File: config.mk
export PLATFORM = sky130hd
export DESIGN_NAME = pp_bank_scheduler
export DESIGN_NICKNAME = d
export VERILOG_FILES = /design/src/rtl/pp_bank_scheduler.sv
export SDC_FILE = /design/constraint.sdc
export NUM_CORES = 1
export LEC_CHECK = 0
export ABC_AREA = 1
export CAP_MARGIN = 20
export CORE_MARGIN = 2
export CORE_UTILIZATION = 36
export DETAILED_ROUTE_END_ITERATION = 16
export REMOVE_ABC_BUFFERS = 1
export SLEW_MARGIN = 40
export SYNTH_ARGS = -nofsm -noshare
export SYNTH_HDL_FRONTEND = slang
export SYNTH_SLANG_ARGS = --single-unit
File: constraint.sdc
create_clock -name clk -period 1.5 [get_ports clk]
set_input_delay 0.375 -clock clk [delete_from_list [all_inputs] [get_ports clk]]
set_output_delay 0.375 -clock clk [all_outputs]
set_load 0.005 [all_outputs]
File: src/rtl/pp_bank_scheduler.sv
// Ping-pong bank scheduler: hands the two attention-buffer banks to one
// writer and one reader in strict alternation, counts tiles over a pass and
// flags protocol misuse. All decisions are taken from registered state and
// every output comes straight from a flop.
module pp_bank_scheduler #(
  parameter int NUM_TILES = 8,
  parameter int CNT_W     = $clog2(NUM_TILES + 1)
) (
  input  logic             clk,
  input  logic             rst_n,
  input  logic             start,
  input  logic             wr_req,
  input  logic             wr_done,
  output logic             wr_grant,
  output logic             wr_bank,
  input  logic             rd_req,
  input  logic             rd_done,
  output logic             rd_grant,
  output logic             rd_bank,
  output logic [1:0]       bank_full,
  output logic [CNT_W-1:0] tiles_written,
  output logic [CNT_W-1:0] tiles_read,
  output logic             busy,
  output logic             pass_done,
  output logic             err
);

  typedef enum logic [0:0] {IDLE = 1'b0, RUN = 1'b1} state_t;
  typedef enum logic [1:0] {
    EMPTY    = 2'd0,
    FILLING  = 2'd1,
    FULL     = 2'd2,
    DRAINING = 2'd3
  } bank_t;

  localparam logic [CNT_W-1:0] TILES_MAX = CNT_W'(NUM_TILES);

  // A bank counts as occupied once it holds a complete tile.
  function automatic logic bank_held(input bank_t b);
    return (b == FULL) || (b == DRAINING);
  endfunction

  state_t           state_r, state_nxt;
  bank_t            bank_r [2];
  bank_t            bank_nxt [2];
  logic             wr_ptr_r, wr_ptr_nxt;
  logic             rd_ptr_r, rd_ptr_nxt;
  logic             wr_grant_nxt, wr_bank_nxt;
  logic             rd_grant_nxt, rd_bank_nxt;
  logic [CNT_W-1:0] tiles_written_nxt, tiles_read_nxt;
  logic             pass_done_nxt, err_nxt;
  logic [1:0]       bank_full_nxt;

  // Next-state computation for pass control, bank ownership, counters and errors.
  always_comb begin
    state_nxt         = state_r;
    bank_nxt[0]       = bank_r[0];
    bank_nxt[1]       = bank_r[1];
    wr_ptr_nxt        = wr_ptr_r;
    rd_ptr_nxt        = rd_ptr_r;
    wr_grant_nxt      = wr_grant;
    wr_bank_nxt       = wr_bank;
    rd_grant_nxt      = rd_grant;
    rd_bank_nxt       = rd_bank;
    tiles_written_nxt = tiles_written;
    tiles_read_nxt    = tiles_read;
    pass_done_nxt     = 1'b0;
    err_nxt           = err;

    // Done pulses without a matching grant (always the case in IDLE) are flagged and ignored.
    if ((wr_done && !wr_grant) || (rd_done && !rd_grant) ||
        ((state_r == IDLE) && (wr_done || rd_done))) begin
      err_nxt = 1'b1;
    end else begin
      err_nxt = err;
    end

    case (state_r)
      IDLE: begin
        if (start) begin
          state_nxt         = RUN;
          bank_nxt[0]       = EMPTY;
          bank_nxt[1]       = EMPTY;
          wr_ptr_nxt        = 1'b0;
          rd_ptr_nxt        = 1'b0;
          wr_grant_nxt      = 1'b0;
          rd_grant_nxt      = 1'b0;
          wr_bank_nxt       = 1'b0;
          rd_bank_nxt       = 1'b0;
          tiles_written_nxt = '0;
          tiles_read_nxt    = '0;
        end else begin
          state_nxt = IDLE;
        end
      end
      RUN: begin
        if (tiles_read == TILES_MAX) begin
          // Every tile drained: close the pass.
          state_nxt     = IDLE;
          pass_done_nxt = 1'b1;
          wr_grant_nxt  = 1'b0;
          rd_grant_nxt  = 1'b0;
        end else begin
          // Writer side: finish the bank it owns, or claim the next one in order.
          if (wr_grant) begin
            if (wr_done) begin
              bank_nxt[wr_bank] = FULL;
              wr_grant_nxt      = 1'b0;
              wr_ptr_nxt        = ~wr_ptr_r;
              tiles_written_nxt = (tiles_written == TILES_MAX) ? tiles_written
                                                               : tiles_written + 1'b1;
            end else begin
              wr_grant_nxt = 1'b1;
            end
          end else if (wr_req && (bank_r[wr_ptr_r] == EMPTY) &&
                       (tiles_written < TILES_MAX)) begin
            bank_nxt[wr_ptr_r] = FILLING;
            wr_grant_nxt       = 1'b1;
            wr_bank_nxt        = wr_ptr_r;
          end else begin
            wr_grant_nxt = 1'b0;
          end

          // Reader side: release the bank it drained, or claim the next full one.
          if (rd_grant) begin
            if (rd_done) begin
              bank_nxt[rd_bank] = EMPTY;
              rd_grant_nxt      = 1'b0;
              rd_ptr_nxt        = ~rd_ptr_r;
              tiles_read_nxt    = (tiles_read == TILES_MAX) ? tiles_read
                                                            : tiles_read + 1'b1;
            end else begin
              rd_grant_nxt = 1'b1;
            end
          end else if (rd_req && (bank_r[rd_ptr_r] == FULL)) begin
            bank_nxt[rd_ptr_r] = DRAINING;
            rd_grant_nxt       = 1'b1;
            rd_bank_nxt        = rd_ptr_r;
          end else begin
            rd_grant_nxt = 1'b0;
          end
        end
      end
      default: begin
        state_nxt = IDLE;
      end
    endcase

    bank_full_nxt = {bank_held(bank_nxt[1]), bank_held(bank_nxt[0])};
  end

  // State and output registers with synchronous active-low reset.
  always_ff @(posedge clk) begin
    if (!rst_n) begin
      state_r       <= IDLE;
      bank_r[0]     <= EMPTY;
      bank_r[1]     <= EMPTY;
      wr_ptr_r      <= 1'b0;
      rd_ptr_r      <= 1'b0;
      wr_grant      <= 1'b0;
      wr_bank       <= 1'b0;
      rd_grant      <= 1'b0;
      rd_bank       <= 1'b0;
      bank_full     <= 2'b00;
      tiles_written <= '0;
      tiles_read    <= '0;
      busy          <= 1'b0;
      pass_done     <= 1'b0;
      err           <= 1'b0;
    end else begin
      state_r       <= state_nxt;
      bank_r[0]     <= bank_nxt[0];
      bank_r[1]     <= bank_nxt[1];
      wr_ptr_r      <= wr_ptr_nxt;
      rd_ptr_r      <= rd_ptr_nxt;
      wr_grant      <= wr_grant_nxt;
      wr_bank       <= wr_bank_nxt;
      rd_grant      <= rd_grant_nxt;
      rd_bank       <= rd_bank_nxt;
      bank_full     <= bank_full_nxt;
      tiles_written <= tiles_written_nxt;
      tiles_read    <= tiles_read_nxt;
      busy          <= (state_nxt == RUN);
      pass_done     <= pass_done_nxt;
      err           <= err_nxt;
    end
  end

endmodule

## After elaboration in Yosys (flattened, before gate mapping)

Memory sizes are Yosys's and may differ from the RTL's. A register that Yosys moved wholly into a read port is not among the register bits.
Index checks and enable logic that the tools add are counted.
Widths: inputs -> output; s select.

- Register bits after elaboration: 19
- Memory bits (writable): 4
- Input port bits: 7
- Output and inout port bits: 17
- Word-level logic and storage cells: 152
- Memories: 1

- $add $sub $neg: 2
- $lt $le $gt $ge: 9
- Equal/unequal tests: 18
- Muxes and demuxes: 68
- Bitwise logic cells: 18
- Reductions and logical operators: 24

Memories:

| name | words | width | rd ports | clocked after Yosys merged registers in | wr ports | line | source |
|---|---|---|---|---|---|---|---|
| bank_r | 2 | 2 | 4 | 2 | 2 | 44 | `bank_t bank_r [2];` |

Operators with widths:

| kind | number |
|---|---|
| $mux 4 | 18 |
| $mux 1 | 30 |
| $pmux 4 s2 | 3 |
| $ne 2x2->1 const B | 9 |
| $reduce_and 4->1 | 4 |
| $pmux 1 s2 | 7 |
| $mux 2 | 6 |
| $eq 2x2->1 const B | 5 |
| $logic_and 1x1->1 | 10 |
| $add 4x1->4 const B | 2 |
| $demux 2 s1 | 4 |
| $eq 4x4->1 const B | 2 |
| $ge 2x2->1 const B | 4 |
| $lt 2x1->1 const B | 4 |
| $not 1->2 | 4 |
| $logic_or 1x1->1 | 5 |
| $reduce_and 5->1 | 1 |
| $and 2x2->2 | 2 |
| $and 4x4->4 | 1 |
| $lt 4x4->1 const B | 1 |
| $ne 2x1->1 const B | 2 |
| $not 2->2 | 2 |
| $not 4->4 | 1 |
| $or 2x2->2 | 2 |
| 6 further kinds | 10 |

## Depth between registers and ports, before layout

- Depth in word-level cells: 18
- Mapped depth: 9
- Depth with buffers taken out: 9

## Least setup slack after synthesis

Ideal clock, no wire load.

- Path type: register -> register
- Start point: register tiles_read[0]
- End point: register tiles_read[2]
- Setup time: 0.118 ns
- Arrival time: 1.214 ns
- Required time: 1.382 ns
- Setup slack: 0.168 ns
- Cell stages (with the launch flop): 9
- Buffers on the path: 0
- Period minus slack after synthesis: 1.332 ns
- Cells stage by stage: dfxtp_1 -> inv_1 -> ha_1 -> nand3_2 -> nand2_4 -> nor2_4 -> nor2_4 -> nor3_1 -> nor2_1

- Cells in the longest elaborated chain, start to end: 5
- Elaborated cells between the ends (all ways): 8
- Those cells by class: 1 x add/sub; 2 x eq/ne; 4 x mux; 1 x reduce/logical

Ends and longest elaborated chain:

| element | line | source |
|---|---|---|
| start: declaration | 22 | `output logic [CNT_W-1:0] tiles_read,` |
| start signal: assignment | 182 | `tiles_read <= tiles_read_nxt;` |
| $add 4x1->4 | 131 | `: tiles_read + 1'b1;` |
| $mux 4 | 126 | `if (rd_done) begin` |
| $mux 4 | 125 | `if (rd_grant) begin` |
| $mux 4 | 97 | `if (tiles_read == TILES_MAX) begin` |
| $pmux 4 s2 | 78 | `case (state_r)` |

Parallel ways exist; a longest one is shown, timed or not. The select of a mux whose other input is x is not followed.
A chain may end at the register's enable or synchronous reset.

## Worst setup path after layout

- Start point: register tiles_read[0]
- End point: output tiles_read[0]

No word-level cell between the ends.

==> key figures <==
Floorplanning
  – Core ar.: 3420 um^2
  – Die Width: 64.3 um
  – DIE AREA: 4130 um^2
  – Core Rows: 21
  – Die height: 64.3 um
  – IO Pins: 24
  – Initial Utilization: 38.3%

Drt
  – Vias: 1343
  – DRC violations left: 0
  – Post-Route WL: 3290 um
  – DRT Pass-1 Iters: 5
  – WL/cell: 11.9 um
  – Initial drt markers: 71
  – Final ANT Viol Nets: 0
  – Mean number of vias per cell: 4.87

Yosys
  – Post-synth EDFFs: 0
  – Yosys warning count: 0
  – Post-synth ARST share: 0%
  – Compound-Gate Fraction of Synth Area: 13.6%
  – Main combinational cell family by area after synthesis: simple AND/OR/NAND/NOR gates
  – Post-synthesis register bit count: 25
  – Mux contribution to synthesized area: 0%
  – Post-Synth Adder-Cell Area: 3.83%
  – Seq/Total Area, Yosys: 38.3%
  – Yosys cell types: 28
  – Area leader, netlist: dfxtp_1
  – Dominant cells by area after synthesis: dfxtp_1, nand2_1, a21oi_1
  – Mapped cell area: 1310 um^2
  – Cells after Synth: 180
  – Post-Synth XOR/XNOR Area: 2.01%
  – Main synth FF type: dfxtp_1
  – Synth top area share: 38.3%
  – Synthesized area per cell: 7.26 um^2
  – Synth Area in Simple Gates: 31.8%

Clock tree
  – Clk buf depth: 2
  – Clk slew on worst S/H paths: 0.14 ns
  – CTS tree: built
  – Root buf cell: clkbuf_4
  – H-tree depth: 1
  – CTS Buf Count: 3
  – CTS Hold Bufs: 0
  – Clock Latency Late Sink: 0.32 ns
  – Sink Count: 25

Min path
  – Min-delay src: tiles_written[3]
  – Min-Delay Path Class: flop to flop
  – Hold path depth: 2
  – WHS Endpoint: tiles_written[3]

Global route
  – GRT Max-Usage Layer: met2
  – Global-route track usage on met1: 22.4%
  – Grt total ovfl: 0
  – Met3 Use GR: 4.05%
  – Overall Global Routing Usage: 17.7%
  – Vias in the first global route: 1320
  – GR Layer Usage met2: 28.9%
  – Initial antenna violation count: 0
  – Largest net degree at the start of global routing: 15
  – First-pass GRT wire length: 5730 um

Critical path
  – Worst path max stage delay: 0.35 ns
  – Type of origin of the critical path: flop
  – Flop2flop setup slack: 0.13 ns
  – Setup CP Type: flop to output port
  – Worst path required time: 1.12 ns
  – Buffers & Inverters on Critical Path: 2
  – Reg2reg start: tiles_read[0]
  – Slowest stage cell, crit path: dfxtp_2
  – Cell family with most CP delay: buffers and inverters
  – Total number of cells along the worst setup path: 2
  – Worst EP arrival: 1.06 ns
  – CP Max Fanout: 4
  – CP Capture Type: output port
  – Worst-path cell chain: buf_4 > dlygate4sd2_1
  – R2R Path End: tiles_read[3]
  – R2R cell count: 9

STA
  – Final min period: 1.43 ns
  – Count of final hold-check violations: 0
  – Slew @ Worst Pin: 0.280 ns
  – Final setup fails: 0
  – RSZ-0062 raised after global routing: false
  – Max Slew Vio Count: 0
  – Max Fclk: 0.699 GHz
  – Rel. slew slack: 81.2%
  – Layout Skew: 0.00193 ns
  – Setup tns final: 0 ns
  – Tcrit/Tclk final: 95.4%
  – WHS: 0.527 ns

Power
  – Static Leak: 0.870 nW
  – Combinational share of power: 22.3%
  – Clk network pwr share: 23.7%
  – PD cells: 711 nW/um^2
  – Maximum vdd drop: 0.000339 V
  – Sw power: 0.390 mW
  – Final Total Pwr: 1.30 mW
  – Internal cell power: 0.909 mW
  – Register share of total power: 53.9%
  – Sw Share: 30.0%

Run
  – MaxCap Viol Count: 0

Cells and area
  – Layout area overhead: 39.8%
  – Nets: 242
  – Antenna cells: 0
  – Share of layout cells above drive strength 1: 27.8%

Status
  – Status: finished, final reports clean

Placed design
  – RD Place Congestion: 0.887
  – Hpwl dp: 2500 um
  – I/O Buffers: 23
## worst max-delay path by stage
stage                  start            end  slack [ns]
3_3_place_gp          wr_req   bank_full[1]       -0.13
4_1_cts        tiles_read[1]  tiles_read[2]        0.04
3_5_place_dp          wr_req   bank_full[1]       -0.17
2_1_floorplan  tiles_read[0]  tiles_read[2]        0.15
5_1_grt        tiles_read[0]  tiles_read[0]        0.02
6_report       tiles_read[0]  tiles_read[0]        0.07
## sequential cells by signal, summed over array words and instances, names as in the netlist, 2 cells and up, named ones only
signal         cells
tiles_read         4
bank_full          2
tiles_written      4
bank_r             4
## cells in the final DEF (no fill, tap or decap), types with 3 or more instances in the layout
cell             synthesis  routed
nor2_1                  21      21
dlygate4sd2_1            0      17
o21ai_0                  6       6
a21oi_1                 18      16
clkbuf_4                 0       3
clkdlybuf4s50_1          0       6
xor2_1                   3       3
nand4_1                  4       4
buf_4                    0      25
nor3_1                   3       3
nand2_1                 30      29
o21ai_1                  4       4
nand3_1                 14      14
dfxtp_2                  0      12
inv_2                    7       6
dfxtp_1                 25      11
inv_1                   24      24
ha_1                     4       3
## cell type report
cell class	instances	area, um^2
Clock buffer	3	22.5
Clock inverter	1	5.00
Fill cell	343	1590
Inverter	32	125
Multi-Input combinational cell	121	698
Sequential cell	25	523
Tap cell	46	57.6
Timing Repair Buffer	48	397
## per-stage QoR
step / worst slack [ns] / area, um^2 / cells / util [%]
3_5_place_dp: -0.165 / 1700 / 263 / 49.8
5_1_grt: 0.0208 / 1830 / 276 / 53.5
6_report: 0.0696 / 1830 / 276 / 53.5
4_1_cts: 0.0431 / 1800 / 277 / 52.8
3_3_place_gp: -0.128 / 1700 / 263 / 49.8
2_1_floorplan: 0.148 / 1290 / 178 / -
## worst reg2reg max path, stage by stage, from the launching register on
cell	delay (ns)
dfxtp_2	0.35
inv_1	0.05
ha_2	0.20
nand3_4	0.09
nand2_8	0.09
nor2_4	0.19
nor2_4	0.07
inv_2	0.10
nand2_2	0.06
a21oi_2	0.12
## repair_timing
action	in CTS	in global routing
resized for setup	33	7
setup endpoints to repair	17	6
hold endpoints to repair	0	0
buffers inserted	10	1
pin swaps	0	6
## layer usage
| layer | share of wire (%) | vias to the layer above | wire length [um] |
|---|---|---|---|
| li1 | - | 680 | - |
| met3 | 3.9 | 8 | 128 |
| met4 | 1.9 | 0 | 61 |
| met5 | 0 | - | 0 |
| met2 | 47 | 30 | 1550 |
| met1 | 47 | 625 | 1560 |
## kinds of logic after synthesis
group           count (synthesis)
buf+inv                        34
fa+ha+maj                       4
compound gates                 33
simple gates                   81
flops                          25
xor+xnor                        3
## power groups by stage
stage               registers, mW  logic (mW)  clock network (mW)
global route                0.705       0.324               0.356
finish                      0.701       0.290               0.308
detailed placement          0.721       0.279                   0
global placement            0.722       0.276                   0
floorplan                   0.726       0.155                   0
CTS                         0.701       0.288               0.329
## synthesized netlist by cell type (2+ instances only)
library cell	n
inv_1	24
nor2_4	2
dfxtp_1	25
nor2_1	21
ha_1	4
nand4_1	4
o21ai_1	4
xor2_1	3
a21oi_1	18
nand3_1	14
nor2_2	2
inv_2	7
o21ai_0	6
nand2_1	30
nor3_1	3
No activity file was read; power rests on OpenSTA's default activity.
